--- config.mk ---
export PLATFORM = sky130hd
export DESIGN_NAME = fetch_unit
export DESIGN_NICKNAME = d
export VERILOG_FILES = /design/src/rtl/fetch_pkg.sv /design/src/rtl/fetch_pc_reg.sv /design/src/rtl/fetch_unit.sv
export SDC_FILE = /design/constraint.sdc
export NUM_CORES = 1
export LEC_CHECK = 0
export BUFFER_PORTS_ARGS = -buffer_cell sky130_fd_sc_hd__buf_2
export CELL_PAD_IN_SITES_DETAIL_PLACEMENT = 1
export CELL_PAD_IN_SITES_GLOBAL_PLACEMENT = 2
export CORE_ASPECT_RATIO = 0.7
export CORE_MARGIN = 2
export CORE_UTILIZATION = 28
export CTS_BUF_LIST = sky130_fd_sc_hd__clkbuf_8
export CTS_CLUSTER_SIZE = 30
export DETAILED_ROUTE_END_ITERATION = 16
export PLACE_DENSITY_LB_ADDON = 0.1
export SETUP_SLACK_MARGIN = 0.2
export SYNTH_ARGS = -nofsm -noshare
export SYNTH_HDL_FRONTEND = slang
export SYNTH_SLANG_ARGS = --single-unit
--- constraint.sdc ---
create_clock -name clk -period 1.5 [get_ports clk]
set_clock_uncertainty 0.05 [all_clocks]
set_input_delay 0.075 -clock clk [delete_from_list [all_inputs] [get_ports clk]]
set_output_delay 0.075 -clock clk [all_outputs]
set_load 0.01 [all_outputs]
--- src/rtl/fetch_pkg.sv ---
// fetch_pkg: shared types and constants for the instruction-fetch stage
package fetch_pkg;
    typedef enum logic [1:0] {IDLE, ISSUE, WAIT, HOLD} state_t;
    localparam logic RAM_READ  = 1'b1;
    localparam logic RAM_WRITE = 1'b0;
    localparam int AW_DEF = 9;
    localparam int DW_DEF = 16;
endpackage

--- src/rtl/fetch_pc_reg.sv ---
// pc_reg: program counter with load-over-increment priority and natural wrap
module pc_reg #(
    parameter int AW = 9,
    parameter logic [AW-1:0] RESET_PC = '0
) (
    input  logic          clk,
    input  logic          rst_n,
    input  logic          load,
    input  logic [AW-1:0] load_val,
    input  logic          inc,
    output logic [AW-1:0] pc
);
    always_ff @(posedge clk)
        if (!rst_n) pc <= RESET_PC;
        else if (load) pc <= load_val;
        else if (inc) pc <= pc + 1'b1;
endmodule

--- src/rtl/fetch_unit.sv ---
// fetch_unit: PC-driven RAM fetch with registered instruction output and valid/ready handoff
module fetch_unit
    import fetch_pkg::*;
#(
    parameter int AW = AW_DEF,
    parameter int DW = DW_DEF,
    parameter logic [AW-1:0] RESET_PC = '0
) (
    input  logic          clk,
    input  logic          rst_n,
    input  logic          en,
    input  logic          redirect,
    input  logic [AW-1:0] target,
    output logic [AW-1:0] ram_addr,
    output logic          ram_we,
    input  logic [DW-1:0] ram_rdata,
    output logic [DW-1:0] instr,
    output logic [AW-1:0] instr_pc,
    output logic          instr_valid,
    input  logic          instr_ready,
    output logic [15:0]   fetch_count
);
    state_t state, next;
    logic capture, hs;
    assign ram_we = RAM_READ;
    assign hs = instr_valid & instr_ready;
    pc_reg #(.AW(AW), .RESET_PC(RESET_PC)) u_pc (
        .clk(clk),
        .rst_n(rst_n),
        .load(redirect),
        .load_val(target),
        .inc(capture),
        .pc(ram_addr)
    );
    always_ff @(posedge clk)
        if (!rst_n) state <= IDLE;
        else state <= next;
    // redirect outranks capture; the handshake counts even when redirected
    always_comb begin
        capture = state == WAIT && !redirect;
        next = state == IDLE  ? (en ? ISSUE : IDLE) :
               redirect       ? ISSUE :
               state == ISSUE ? WAIT :
               state == WAIT  ? HOLD :
               hs             ? (en ? WAIT : IDLE) : HOLD;
    end
    always_ff @(posedge clk)
        if (!rst_n) begin
            instr <= '0;
            instr_pc <= '0;
            instr_valid <= 1'b0;
            fetch_count <= '0;
        end else begin
            if (capture) begin
                instr <= ram_rdata;
                instr_pc <= ram_addr;
            end
            instr_valid <= capture | (instr_valid & ~hs & ~redirect);
            if (hs) fetch_count <= fetch_count + 1'b1;
        end
endmodule

* Yosys cells after proc, flatten, opt, wreduce, memory -nomap -nowiden *
Cells that the tools add are included.
Widths: inputs -> output; s select.

storage, ports and cells
  bits in registers = 53
  input bits = 30
  output and inout port bits = 52
  logic and storage cells = 29

cells by class
  add/subtract/negate cells = 2
  equal/unequal tests = 2
  muxes and demuxes = 9
  bitwise operators = 6
  reduce and logical (&&, ||, !) cells = 4

operators by type and width
  cell                   count
  $mux 9                 2
  $add 16x1->16 const B  1
  $mux 2                 6
  $add 9x1->9 const B    1
  $and 1x1->1            3
  $eq 2x1->1 const B     1
  $eq 2x2->1 const B     1
  $logic_not 2->1        1
  $not 1->1              2
  $reduce_bool 2->1      1
  $logic_and 1x1->1      1
  $logic_not 1->1        1
  $mux 1                 1
  $or 1x1->1             1

* Depth between registers and ports, before layout *
  word-level depth = 6
  depth in mapped cells = 5

* Cells and area by module *
A second synthesis with hierarchy kept.

unflattened totals
  cell total of the unflattened synthesis = 276
  area total of the unflattened synthesis = 2252.2 sq um

by module, submodules not included
  module      instances  cells each  area each (sq um)  seq. area each (sq um)
  fetch_unit  1          212         1721.7             880.8
  pc_reg      1          64          530.5              180.2

* Worst setup path after synthesis *
Ideal clock, no wire load.

  path kind = reg-to-reg
  from = register fetch_count[0]
  to = register fetch_count[12]
  setup time = 0.070 ns
  arrival = 1.356 ns
  setup slack = 0.023 ns
  stages on the path, launching flop included = 5
  buffers on the path = 0
  clock period less this slack = 1.477 ns
  cells stage by stage = dfxtp_1 > ha_1 > nand4_1 > or4_1 > a21oi_1

on the way
  cells in the longest elaborated chain, start to end = 1

ends and longest elaborated chain
  element                 line              text
  start, declared         fetch_unit.sv:21  output logic [15:0] fetch_count
  start signal, assigned  fetch_unit.sv:59  if (hs) fetch_count <= fetch_count + 1'b1;
  $add 16x1->16           fetch_unit.sv:59

No other way between the ends.
A chain may end at the register's enable or synchronous reset.

* Worst setup path in the final report *
Same ends and word-level chain as after synthesis.

==> flow_metrics.env <==
export IMPL_status="finished clean"
export IMPL_drt_iter0_drc=76
export IMPL_slowest_delay_ns=0.54
export IMPL_period_needed_ns=1.43
export IMPL_multi_input_area_um2=1190
export IMPL_r2r_end="fetch_count[12]"
export IMPL_die_w_um=110
export IMPL_rows=26
export IMPL_critPathKind="flop to flop"
export IMPL_clock_fmax_ghz=0.701
export IMPL_timing_final_crit_share_pct=95.2
export IMPL_synth_distinct_cells=39
export IMPL_drive_above_1_share_pct=40.1
export IMPL_hp_class="input port to flop"
export IMPL_crit_path_top_delay_cell="or4_4"
export IMPL_tns_ns=0
export IMPL_hold_depth=3
export IMPL_port_buffer_count=80
export IMPL_grt_pass1_vias=2207
export IMPL_hpwl_um=4810
export IMPL_start_kind="flop"
export IMPL_powerDensity_nw_per_um2=759
export IMPL_r2r_slack_ns=0.07
export IMPL_io_pins=82
export IMPL_clockBufferDepth=2
export IMPL_cp_startpoint="fetch_count[0]"
export IMPL_via_count=2279
export IMPL_cp_end_kind="flop"
export IMPL_p_leak_nw=1.51
export IMPL_cts_root_buf="clkbuf_8"
export IMPL_fin_nets=424
export IMPL_postSynthCellCount=261
export IMPL_netlist_area_um2=2180
export IMPL_wl_um=7360
export IMPL_core_region_area_um2=7420
export IMPL_mostFrequentLayoutCells="80 x buf_2, 62 x nand2_1, 42 x dfxtp_1"
export IMPL_start_util_pct=29.4
export IMPL_required_ns=1.70
export IMPL_die_h_um=77.9
export IMPL_dieArea_um2=8530
export IMPL_grt_use_total_pct=16.5
export IMPL_routedWlPerCell_um=15.0
export IMPL_grt_pass1_wl_um=11000
export IMPL_avgSynthCellArea_um2=8.37
export IMPL_area_sequential_um2=1090
export IMPL_final_common_cell="buf_2"
export IMPL_path_clk_slew_ns=0.09
export IMPL_timing_final_hold_violations=0
export IMPL_yosysSeqAreaShare_pct=48.6
export IMPL_hold_start="target[8]"
export IMPL_clock_latency_ns=0.30
export IMPL_vias_per_cell=4.65
export IMPL_post_route_drc_count=0
export IMPL_first_pass_iters=4
export IMPL_ir_drop_v=0.000371
export IMPL_cts_tree="done"
export IMPL_reg_top3="fetch_count (16), instr (16)"
export IMPL_ys_ff_latch=53
export IMPL_rsz0062_at_grt="true"
export IMPL_timing_rr_start="fetch_count[0]"
export IMPL_finalSetupViolations=0
export IMPL_hold_path_end="u_pc.pc[8]"
export IMPL_place_ws_ns=0.0528
export IMPL_finalPower_mw=2.61
export IMPL_maxCapViolations=0
export IMPL_grt_antenna_before_repair=0
export IMPL_syn_num_nets=293
export IMPL_grt_max_degree=27
export IMPL_area_delta_synth_final_pct=57.5
export IMPL_overflow=0
export IMPL_yosys_warnings=0
export IMPL_drtAntennaViolNets=0
export IMPL_holdWs_ns=0.00827
export IMPL_slew_viol_final=0
export IMPL_r2r_cells=4
export IMPL_antenna_cells=0
export IMPL_gp_congestion=0.746
export IMPL_cts_sinks=53
export IMPL_worstPathMaxFanout=3
export IMPL_fillers=907
export IMPL_numCtsBuffers=5
export IMPL_arrival_ns=1.62
export IMPL_fin_ws_ns=0.0726
export IMPL_h_tree_depth=2
export IMPL_crit_chain="ha_4, nand4_1, or4_4, a21oi_2"
[critical path: cells and delay by family (launching register included)]
| family | cells | cell delay [ns] |
|---|---|---|
| adders and majority gates | 1 | 0.14 |
| and+or+nand+nor | 2 | 0.67 |
| AOI/OAI and AO/OA | 1 | 0.13 |
| DFF | 1 | 0.38 |
[metrics by stage]
step	instances	instance area, µm²	util, %
after global placement	443	2830	38.2
final	490	3440	46.4
after global routing	490	3440	46.4
after detailed placement	443	2830	38.2
after floorplan	261	2220	-
after CTS	474	3180	42.8
[kinds of logic (layout without fill, tap and decap cells)]
family	Yosys count	count (layout)	share of synthesized area [%]
flip-flops	53	53	48.6
XOR/XNOR	17	17	6.82
AND/OR/NAND/NOR	121	121	26.3
multiplexers	4	4	1.83
buffers and inverters	14	145	2.81
AO/OA/AOI/OAI	49	49	12.3
other	1	1	0.172
adder cells (fa/ha/maj)	2	2	1.15
[power by group]
part | internal, mW | leakage, nW | switching (mW)
Clock | 0.362 | 0.0485 | 0.475
Sequential | 1.43 | 0.437 | 0.0309
Combinational | 0.165 | 1.02 | 0.150
Total | 1.96 | 1.51 | 0.656
[cell usage after synthesis]
master,number,area [µm²]
a211oi_1,1,7.51
a21boi_0,1,7.51
a21oi_1,35,175
a311oi_1,1,8.76
and2_1,2,12.5
and4_1,1,8.76
and4_2,1,10.0
and4_4,1,11.3
and4bb_2,1,12.5
buf_2,4,20.0
buf_4,1,7.51
clkbuf_1,7,26.3
conb_1,1,3.75
dfxtp_1,53,1060
ha_1,2,25.0
inv_1,2,7.51
mux2i_1,4,40.0
nand2_1,64,240
nand2_2,1,6.26
nand2b_1,5,31.3
nand3_1,8,40.0
nand3_2,1,10.0
nand3b_1,1,7.51
nand4_1,7,43.8
nand4b_1,1,8.76
nor2_1,14,52.6
nor2_2,1,6.26
nor2b_1,1,6.26
nor3_1,6,30.0
nor3_2,1,10.0
nor4_1,2,12.5
o211a_1,2,20.0
o21a_1,1,7.51
o21ai_0,7,35.0
o31ai_1,1,7.51
or3_1,1,6.26
or4_1,1,7.51
xnor2_1,10,87.6
xor2_1,7,61.3
[cell type report]
type                       instances  share of cell area (%)
clock buffer                       6                    2.40
multi-input combinational        194                    34.6
clock inverter                     1                   0.109
inverter                           2                   0.218
timing repair buffer             136                    27.3
sequential                        53                    31.8
tap                               98                    3.56
[metal layers]
layer	vias up	wire (µm)	part of all wire, %	track usage [%]
met5	-	0	0	0
met4	0	52	0.71	3.54
met3	6	386	5.2	3.70
met2	52	3170	43	25.2
met1	1078	3750	51	23.8
li1	1143	-	-	-
[worst max-delay path by stage]
stage,endpoint,slack (ns)
floorplan,fetch_count[12],0.13
global placement,fetch_count[12],0.11
detailed placement,fetch_count[12],0.05
CTS,fetch_count[12],0.08
global route,fetch_count[12],0.009
finish,fetch_count[12],0.07
[repair_timing]
item	4_1_cts	5_1_grt
buffers inserted	2	13
gates resized for setup	8	27
hold endpoints to repair	22	0
hold buffers	22	0
setup endpoints to repair	37	42
pin swaps	3	14
gates cloned	0	3
(Power assumes the default switching activity.)
